===== src/rtl/cpu_debug_loader_if.sv =====
// Host command/response stream and memory-target bus for cpu_debug_loader.
// The slave modport is the controller view; master is the host/memory side.
interface cpu_debug_loader_if #(
    parameter int ADDR_W = 10,
    parameter int DATA_W = 16,
    parameter int NMEM   = 2
);
    localparam int SEL_W = (NMEM > 1) ? $clog2(NMEM) : 1;
    localparam int CMD_W = 4 + SEL_W + ADDR_W + DATA_W;

    logic              cmd_valid;
    logic              cmd_ready;
    logic [CMD_W-1:0]  cmd_data;
    logic              rsp_valid;
    logic              rsp_ready;
    logic [DATA_W-1:0] rsp_data;
    logic [SEL_W-1:0]  mem_sel;
    logic              mem_we;
    logic              mem_re;
    logic [ADDR_W-1:0] mem_addr;
    logic [DATA_W-1:0] mem_wdata;
    logic [DATA_W-1:0] mem_rdata;

    modport master (
        output cmd_valid, cmd_data, rsp_ready, mem_rdata,
        input  cmd_ready, rsp_valid, rsp_data, mem_sel, mem_we, mem_re, mem_addr, mem_wdata
    );

    modport slave (
        input  cmd_valid, cmd_data, rsp_ready, mem_rdata,
        output cmd_ready, rsp_valid, rsp_data, mem_sel, mem_we, mem_re, mem_addr, mem_wdata
    );
endinterface


===== src/rtl/cpu_debug_loader.sv =====
// Host-side load/run/dump controller: writes/reads attached memories, runs the
// CPU for an exact cycle budget and streams results back to the host.
module cpu_debug_loader #(
    parameter int ADDR_W = 10,
    parameter int DATA_W = 16,
    parameter int NMEM   = 2
) (
    input  logic              clk,
    input  logic              rst,
    cpu_debug_loader_if.slave bus,
    output logic              cpu_rst,
    input  logic [ADDR_W-1:0] cpu_pc,
    output logic              err
);
    localparam int SEL_W = (NMEM > 1) ? $clog2(NMEM) : 1;
    localparam int CMD_W = 4 + SEL_W + ADDR_W + DATA_W;
    localparam logic [SEL_W:0] NMEM_L = (SEL_W + 1)'(NMEM);

    typedef enum logic [2:0] {
        S_IDLE, S_WR, S_RD, S_CAP, S_RSP, S_RUN, S_PCRSP
    } state_t;

    typedef enum logic [3:0] {
        OP_NOP   = 4'd0,
        OP_WRITE = 4'd1,
        OP_READ  = 4'd2,
        OP_RUN   = 4'd3,
        OP_DUMP  = 4'd4
    } op_t;

    state_t            state_q;
    logic              cmd_ready_q;
    logic              rsp_valid_q;
    logic [DATA_W-1:0] rsp_data_q;
    logic [SEL_W-1:0]  mem_sel_q;
    logic              mem_we_q;
    logic              mem_re_q;
    logic [ADDR_W-1:0] mem_addr_q;
    logic [DATA_W-1:0] mem_wdata_q;
    logic              cpu_rst_q;
    logic              err_q;
    logic [DATA_W-1:0] cnt_q;
    logic              dump_q;

    logic [3:0]        cmd_op;
    logic [SEL_W-1:0]  cmd_sel;
    logic [ADDR_W-1:0] cmd_addr;
    logic [DATA_W-1:0] cmd_val;
    logic              cmd_illegal;
    logic              cmd_fire;
    logic [DATA_W-1:0] pc_ext;

    assign cmd_op      = bus.cmd_data[CMD_W-1 -: 4];
    assign cmd_sel     = bus.cmd_data[ADDR_W+DATA_W +: SEL_W];
    assign cmd_addr    = bus.cmd_data[DATA_W +: ADDR_W];
    assign cmd_val     = bus.cmd_data[0 +: DATA_W];
    assign cmd_illegal = (cmd_op > 4'd4) || ({1'b0, cmd_sel} >= NMEM_L);
    assign cmd_fire    = bus.cmd_valid && cmd_ready_q;

    // PC is zero-extended or truncated into the response word.
    generate
        if (ADDR_W >= DATA_W) begin : g_pc_trunc
            assign pc_ext = cpu_pc[DATA_W-1:0];
        end else begin : g_pc_zext
            assign pc_ext = {{(DATA_W-ADDR_W){1'b0}}, cpu_pc};
        end
    endgenerate

    always_ff @(posedge clk) begin
        if (rst) begin
            state_q     <= S_IDLE;
            cmd_ready_q <= 1'b0;
            rsp_valid_q <= 1'b0;
            rsp_data_q  <= '0;
            mem_sel_q   <= '0;
            mem_we_q    <= 1'b0;
            mem_re_q    <= 1'b0;
            mem_addr_q  <= '0;
            mem_wdata_q <= '0;
            cpu_rst_q   <= 1'b1;
            err_q       <= 1'b0;
            cnt_q       <= '0;
            dump_q      <= 1'b0;
        end else begin
            mem_we_q <= 1'b0;
            mem_re_q <= 1'b0;
            case (state_q)
                S_IDLE: begin
                    cmd_ready_q <= 1'b1;
                    if (cmd_fire) begin
                        if (cmd_illegal) begin
                            err_q <= 1'b1;
                        end else begin
                            mem_sel_q   <= cmd_sel;
                            mem_addr_q  <= cmd_addr;
                            mem_wdata_q <= cmd_val;
                            case (op_t'(cmd_op))
                                OP_WRITE: begin
                                    mem_we_q    <= 1'b1;
                                    cmd_ready_q <= 1'b0;
                                    state_q     <= S_WR;
                                end
                                OP_READ: begin
                                    dump_q      <= 1'b0;
                                    mem_re_q    <= 1'b1;
                                    cmd_ready_q <= 1'b0;
                                    state_q     <= S_RD;
                                end
                                OP_DUMP: begin
                                    if (cmd_val != '0) begin
                                        dump_q      <= 1'b1;
                                        cnt_q       <= cmd_val;
                                        mem_re_q    <= 1'b1;
                                        cmd_ready_q <= 1'b0;
                                        state_q     <= S_RD;
                                    end
                                end
                                OP_RUN: begin
                                    cmd_ready_q <= 1'b0;
                                    if (cmd_val == '0) begin
                                        rsp_data_q  <= pc_ext;
                                        rsp_valid_q <= 1'b1;
                                        state_q     <= S_PCRSP;
                                    end else begin
                                        cpu_rst_q <= 1'b0;
                                        cnt_q     <= cmd_val;
                                        state_q   <= S_RUN;
                                    end
                                end
                                default: ;
                            endcase
                        end
                    end
                end
                S_WR: begin
                    cmd_ready_q <= 1'b1;
                    state_q     <= S_IDLE;
                end
                S_RD: state_q <= S_CAP;
                S_CAP: begin
                    rsp_data_q  <= bus.mem_rdata;
                    rsp_valid_q <= 1'b1;
                    state_q     <= S_RSP;
                end
                S_RSP: begin
                    if (bus.rsp_ready) begin
                        rsp_valid_q <= 1'b0;
                        // cnt_q holds words still owed including the one just accepted
                        if (dump_q && cnt_q != DATA_W'(1)) begin
                            cnt_q      <= cnt_q - DATA_W'(1);
                            mem_addr_q <= mem_addr_q + ADDR_W'(1);
                            mem_re_q   <= 1'b1;
                            state_q    <= S_RD;
                        end else begin
                            cmd_ready_q <= 1'b1;
                            state_q     <= S_IDLE;
                        end
                    end
                end
                S_RUN: begin
                    if (cnt_q == DATA_W'(1)) begin
                        cpu_rst_q   <= 1'b1;
                        rsp_data_q  <= pc_ext;
                        rsp_valid_q <= 1'b1;
                        state_q     <= S_PCRSP;
                    end else begin
                        cnt_q <= cnt_q - DATA_W'(1);
                    end
                end
                S_PCRSP: begin
                    if (bus.rsp_ready) begin
                        rsp_valid_q <= 1'b0;
                        cmd_ready_q <= 1'b1;
                        state_q     <= S_IDLE;
                    end
                end
                default: begin
                    cmd_ready_q <= 1'b1;
                    state_q     <= S_IDLE;
                end
            endcase
        end
    end

    assign bus.cmd_ready = cmd_ready_q;
    assign bus.rsp_valid = rsp_valid_q;
    assign bus.rsp_data  = rsp_data_q;
    assign bus.mem_sel   = mem_sel_q;
    assign bus.mem_we    = mem_we_q;
    assign bus.mem_re    = mem_re_q;
    assign bus.mem_addr  = mem_addr_q;
    assign bus.mem_wdata = mem_wdata_q;
    assign cpu_rst       = cpu_rst_q;
    assign err           = err_q;
endmodule


===== src/flat_wrapper.sv =====
// flat-port wrapper written by rule: the top's interface ports become plain ports
module cpu_debug_loader_flat 
#(
    parameter int ADDR_W = 10,
    parameter int DATA_W = 16,
    parameter int NMEM   = 2
)
  (clk, rst, cpu_rst, cpu_pc, err, bus_cmd_valid, bus_cmd_data, bus_rsp_ready, bus_mem_rdata, bus_cmd_ready, bus_rsp_valid, bus_rsp_data, bus_mem_sel, bus_mem_we, bus_mem_re, bus_mem_addr, bus_mem_wdata);
  cpu_debug_loader_if #(.ADDR_W(ADDR_W), .DATA_W(DATA_W), .NMEM(NMEM)) bus_i ();
  input  logic clk;
  input  logic rst;
  output logic cpu_rst;
  input  logic [ADDR_W-1:0] cpu_pc;
  output logic err;
  input wire logic [$bits(bus_i.cmd_valid)-1:0] bus_cmd_valid;
  input wire logic [$bits(bus_i.cmd_data)-1:0] bus_cmd_data;
  input wire logic [$bits(bus_i.rsp_ready)-1:0] bus_rsp_ready;
  input wire logic [$bits(bus_i.mem_rdata)-1:0] bus_mem_rdata;
  output wire logic [$bits(bus_i.cmd_ready)-1:0] bus_cmd_ready;
  output wire logic [$bits(bus_i.rsp_valid)-1:0] bus_rsp_valid;
  output wire logic [$bits(bus_i.rsp_data)-1:0] bus_rsp_data;
  output wire logic [$bits(bus_i.mem_sel)-1:0] bus_mem_sel;
  output wire logic [$bits(bus_i.mem_we)-1:0] bus_mem_we;
  output wire logic [$bits(bus_i.mem_re)-1:0] bus_mem_re;
  output wire logic [$bits(bus_i.mem_addr)-1:0] bus_mem_addr;
  output wire logic [$bits(bus_i.mem_wdata)-1:0] bus_mem_wdata;
  assign bus_i.cmd_valid = bus_cmd_valid;
  assign bus_i.cmd_data = bus_cmd_data;
  assign bus_i.rsp_ready = bus_rsp_ready;
  assign bus_i.mem_rdata = bus_mem_rdata;
  assign bus_cmd_ready = bus_i.cmd_ready;
  assign bus_rsp_valid = bus_i.rsp_valid;
  assign bus_rsp_data = bus_i.rsp_data;
  assign bus_mem_sel = bus_i.mem_sel;
  assign bus_mem_we = bus_i.mem_we;
  assign bus_mem_re = bus_i.mem_re;
  assign bus_mem_addr = bus_i.mem_addr;
  assign bus_mem_wdata = bus_i.mem_wdata;
  cpu_debug_loader #(.ADDR_W(ADDR_W), .DATA_W(DATA_W), .NMEM(NMEM)) u_core (.clk(clk), .rst(rst), .bus(bus_i), .cpu_rst(cpu_rst), .cpu_pc(cpu_pc), .err(err));
endmodule

===== config.mk =====
export PLATFORM = sky130hd
export DESIGN_NAME = cpu_debug_loader_flat
export DESIGN_NICKNAME = d
export VERILOG_FILES = /design/src/rtl/cpu_debug_loader_if.sv /design/src/rtl/cpu_debug_loader.sv /design/src/flat_wrapper.sv
export SDC_FILE = /design/constraint.sdc
export NUM_CORES = 1
export LEC_CHECK = 0
export ABC_CLOCK_PERIOD_IN_PS = 3160
export CAP_MARGIN = 20
export CORE_UTILIZATION = 47
export DETAILED_ROUTE_END_ITERATION = 12
export MAX_ROUTING_LAYER = met4
export PLACE_DENSITY_LB_ADDON = 0.3
export SLEW_MARGIN = 20
export SYNTH_ARGS = -nofsm -noshare
export SYNTH_HDL_FRONTEND = slang
export SYNTH_SLANG_ARGS = --single-unit

===== constraint.sdc =====
create_clock -name clk -period 3.16 [get_ports clk]
set_clock_uncertainty 0.2 [all_clocks]
set_input_delay 0.632 -clock clk [delete_from_list [all_inputs] [get_ports clk]]
set_output_delay 0.632 -clock clk [all_outputs]
set_load 0.005 [all_outputs]

==> results of run 1 <==
## worst min-delay path by stage
stage | from | endpoint | cells after the start
finish | u_core.bus.mem_sel$_SDFFE_PP0P_ | u_core.bus.mem_sel$_SDFFE_PP0P_ | 2
detailed placement | u_core.bus.mem_wdata[12]$_SDFFE_PP0P_ | u_core.bus.mem_wdata[12]$_SDFFE_PP0P_ | 2
global route | u_core.bus.mem_wdata[12]$_SDFFE_PP0P_ | u_core.bus.mem_wdata[12]$_SDFFE_PP0P_ | 2
CTS | u_core.bus.mem_sel$_SDFFE_PP0P_ | u_core.bus.mem_sel$_SDFFE_PP0P_ | 2
floorplan | u_core.cnt_q[6]$_SDFFE_PP0P_ | u_core.cnt_q[6]$_SDFFE_PP0P_ | 2
global placement | u_core.bus.mem_sel$_SDFFE_PP0P_ | u_core.bus.mem_sel$_SDFFE_PP0P_ | 2
## kinds of logic after synthesis
kind of cell / after synthesis
compound gates: 139
xor+xnor: 3
fa+ha+maj: 3
buf+inv: 42
flops: 69
mux: 18
simple gates: 182
## where the power goes
part	internal, mW	leakage (nW)	switching, mW	total (mW)
Sequential	0.884	0.558	0.0156	0.900
Clock	0.296	0.0877	0.338	0.634
Combinational	0.143	1.15	0.115	0.258
## through the flow
stage,util,cells,setup TNS [ps],power [mW],setup slack (ps)
global placement,0.671,661,0,1.17,124
CTS,0.694,676,0,1.80,209
floorplan,-,456,0,1.02,416
detailed placement,0.671,661,-6.22,1.18,-6.22
finish,0.694,676,0,1.79,186
global route,0.694,676,0,1.86,55.9
## cells in the final DEF (no fill, tap or decap), types with 4 or more instances in the layout
master           instances
clkdlybuf4s50_1        108
nand2_1                 71
dfxtp_1                 69
nor2_1                  46
a21oi_1                 43
buf_4                   29
mux2i_1                 18
a211oi_1                18
o21ai_0                 15
nand3_1                 13
nor3_1                  10
clkbuf_8                10
inv_1                    9
a22oi_1                  8
nor4_1                   7
o31ai_1                  7
o211ai_1                 6
nor2b_1                  5
a21o_1                   5
o21ai_1                  5
and4_1                   4
nand4_1                  4
o41ai_1                  4
clkinv_2                 4
## worst min-delay path: cells and delay by family, from the launching register on
family | cells | cell delay [ps]
compound gates | 1 | 50
flops | 1 | 310
simple gates | 1 | 50
## metal layers
metal | up-vias | routed length [µm] | global-route usage
met2 | 161 | 5370 | 0.470
met4 | 0 | 272 | 0.108
li1 | 1906 | - | -
met3 | 33 | 675 | 0.0804
met1 | 1880 | 4450 | 0.331
met5 | - | 0 | -
## registers in the layout, summed over array words and instances, names as in the netlist
signal	flops
u_core.bus.rsp_data	16
u_core.bus.mem_re	1
u_core.cnt_q	16
u_core.bus.mem_sel	1
u_core.bus.cmd_ready	1
u_core.bus.mem_addr	10
u_core.dump_q	1
u_core.state_q	3
u_core.err	1
u_core.bus.mem_wdata	16
u_core.cpu_rst	1
u_core.bus.mem_we	1
u_core.bus.rsp_valid	1
## layout make-up
class	instances	share of cell area
Multi-Input combinational cell	345	0.408
Sequential cell	69	0.272
Timing Repair Buffer	138	0.256
Clock buffer	10	0.0271
Tap cell	99	0.0244
Inverter	10	0.00738
Clock inverter	5	0.00541
==> impl_metrics.tcl, run 1 <==
set metrics [dict create \
    status "finished, final reports clean" \
    synthFlopType "dfxtp_1" \
    placed_area_mm2 0.00492 \
    numCtsBuffers 9 \
    r2r-start "u_core.cnt_q[0]$_SDFFE_PP0P_" \
    slew_viol_final 0 \
    track_usage 0.286 \
    drive_gt1_frac 0.101 \
    grt_setup_unrepaired "no" \
    grt_max_degree 37 \
    min_period_over_period 0.941 \
    grt_pass1_wl_mm 17.0 \
    drc 0 \
    multi_input_area_mm2 0.00207 \
    critPathSlowestCell "o311ai_4" \
    synth_most_common_cell "nand2_1" \
    rows 31 \
    clk_path_buf_depth 2 \
    yosys-top-cells-area "dfxtp_1 38%, nand2_1 7.4%, a21oi_1 6.0%, mux2i_1 5.0%, nor2_1 4.8%" \
    cts_resized 0 \
    yosys.area_share.simple 0.241 \
    ys_top_cells_by_count "71 x nand2_1, 69 x dfxtp_1, 46 x nor2_1" \
    async_reset_ff_frac 0 \
    synth.top_cell.area_share 0.382 \
    die-area_mm2 0.00805 \
    first_pass_iters 5 \
    antenna_left 0 \
    coreArea_mm2 0.00733 \
    synth_compound_area_frac 0.262 \
    required_ps 3190 \
    worstSetupEndpointType "register" \
    crit_chain "ha_1, or3b_2, nor4_4, a2111oi_2, o311ai_4, buf_4, mux2i_1, o21ai_1" \
    cp-startpoint "u_core.cnt_q[0]$_SDFFE_PP0P_" \
    wl_mm 10.8 \
    r2r_cells 8 \
    ff2ff_setup_slack_ps 190 \
    criticalPathCategory "reg2reg" \
    r2r_end "u_core.cnt_q[5]$_SDFFE_PP0P_" \
    post-route-min-period_ps 2970 \
    drt_iter0_drc 295 \
    clock_sinks 69 \
    port_buffers 109 \
    worst_hold_path_type "reg2reg" \
    insertedDiodeCount 0 \
    gr-total-overflow 0 \
    cp_max_fo 11 \
    slew_headroom 0.585 \
    ir_worst_vdd_mv 0.222 \
    synth.distinct_cells 59 \
    vias 3980 \
    synth.ff_latch_count 69 \
    worstPathBufferInverterCount 1 \
    cpPeakStageDelay_ps 540 \
    regArea_mm2 0.00138 \
    cts_root_buffer "clkbuf_8" \
    cts_setup_buffers 0 \
    cts_hold_buf 0 \
    muxShareOfSynthArea 0.0498 \
    detailed_place_hpwl_mm 7.90 \
    start_kind "register" \
    setup_viol 0 \
    tightest_slew_ps 623 \
    wl_per_cell_um 15.9 \
    whs_ps 253 \
    cts_tree "done" \
    path_clk_slew_ps 70 \
    antenna_found_initial 0 \
    viasPerCell 5.89 \
    synth_edf_count 0 \
    yosys.area_share.adder 0.0104 \
    ios 110 \
    synthesis.area_mm2 0.00361 \
    timing.fmax_mhz 336 \
    yosys.area_share.xor_xnor 0.00727 \
    die_h_um 89.7 \
    power_density_mw_per_mm2 352 \
    syn_to_final_growth_pct 40.7 \
    yosys.area.top_type "dfxtp_1" \
    crit_arrival_ps 3000 \
    hold_viol 0 \
    final_cell_area_mm2 0.00509 \
    nFillCells 607 \
    fin_nets 637 \
    syn_avg_cell_area_um2 7.93 \
    synth_seq_area_share 0.382 \
    cp.depth 8 \
    syn_nets 520 \
    place_congestion 0.907 \
    start_util 0.493 \
    p_leak_nw 1.79 \
    drv_cap 0 \
    ys_warn_count 0 \
    first_global_vias 3693 \
    synth_top_family_by_area "compound AO/OA/AOI/OAI gates" \
    critPathCapture "u_core.cnt_q[5]$_SDFFE_PP0P_" \
    insertion_delay_ps 350 \
    crit_family "simple AND/OR/NAND/NOR gates" \
    synth_cells 456 \
    die_x_um 89.7 \
    htree_levels 3 \
]
Power figures use the tool's default switching activity.
==> inputs of run 2 (changes only) <==
CAP_MARGIN = 5   (was 20)
==> results of run 2 <==
The final DEF is identical to that of run 1; final timing and power are the same.
==> inputs of run 3 (changes only) <==
CAP_MARGIN = 30   (was 5)
CTS_CLUSTER_DIAMETER = 60   (was default)
==> results of run 3 <==
The final DEF is identical to that of run 1; final timing and power are the same.
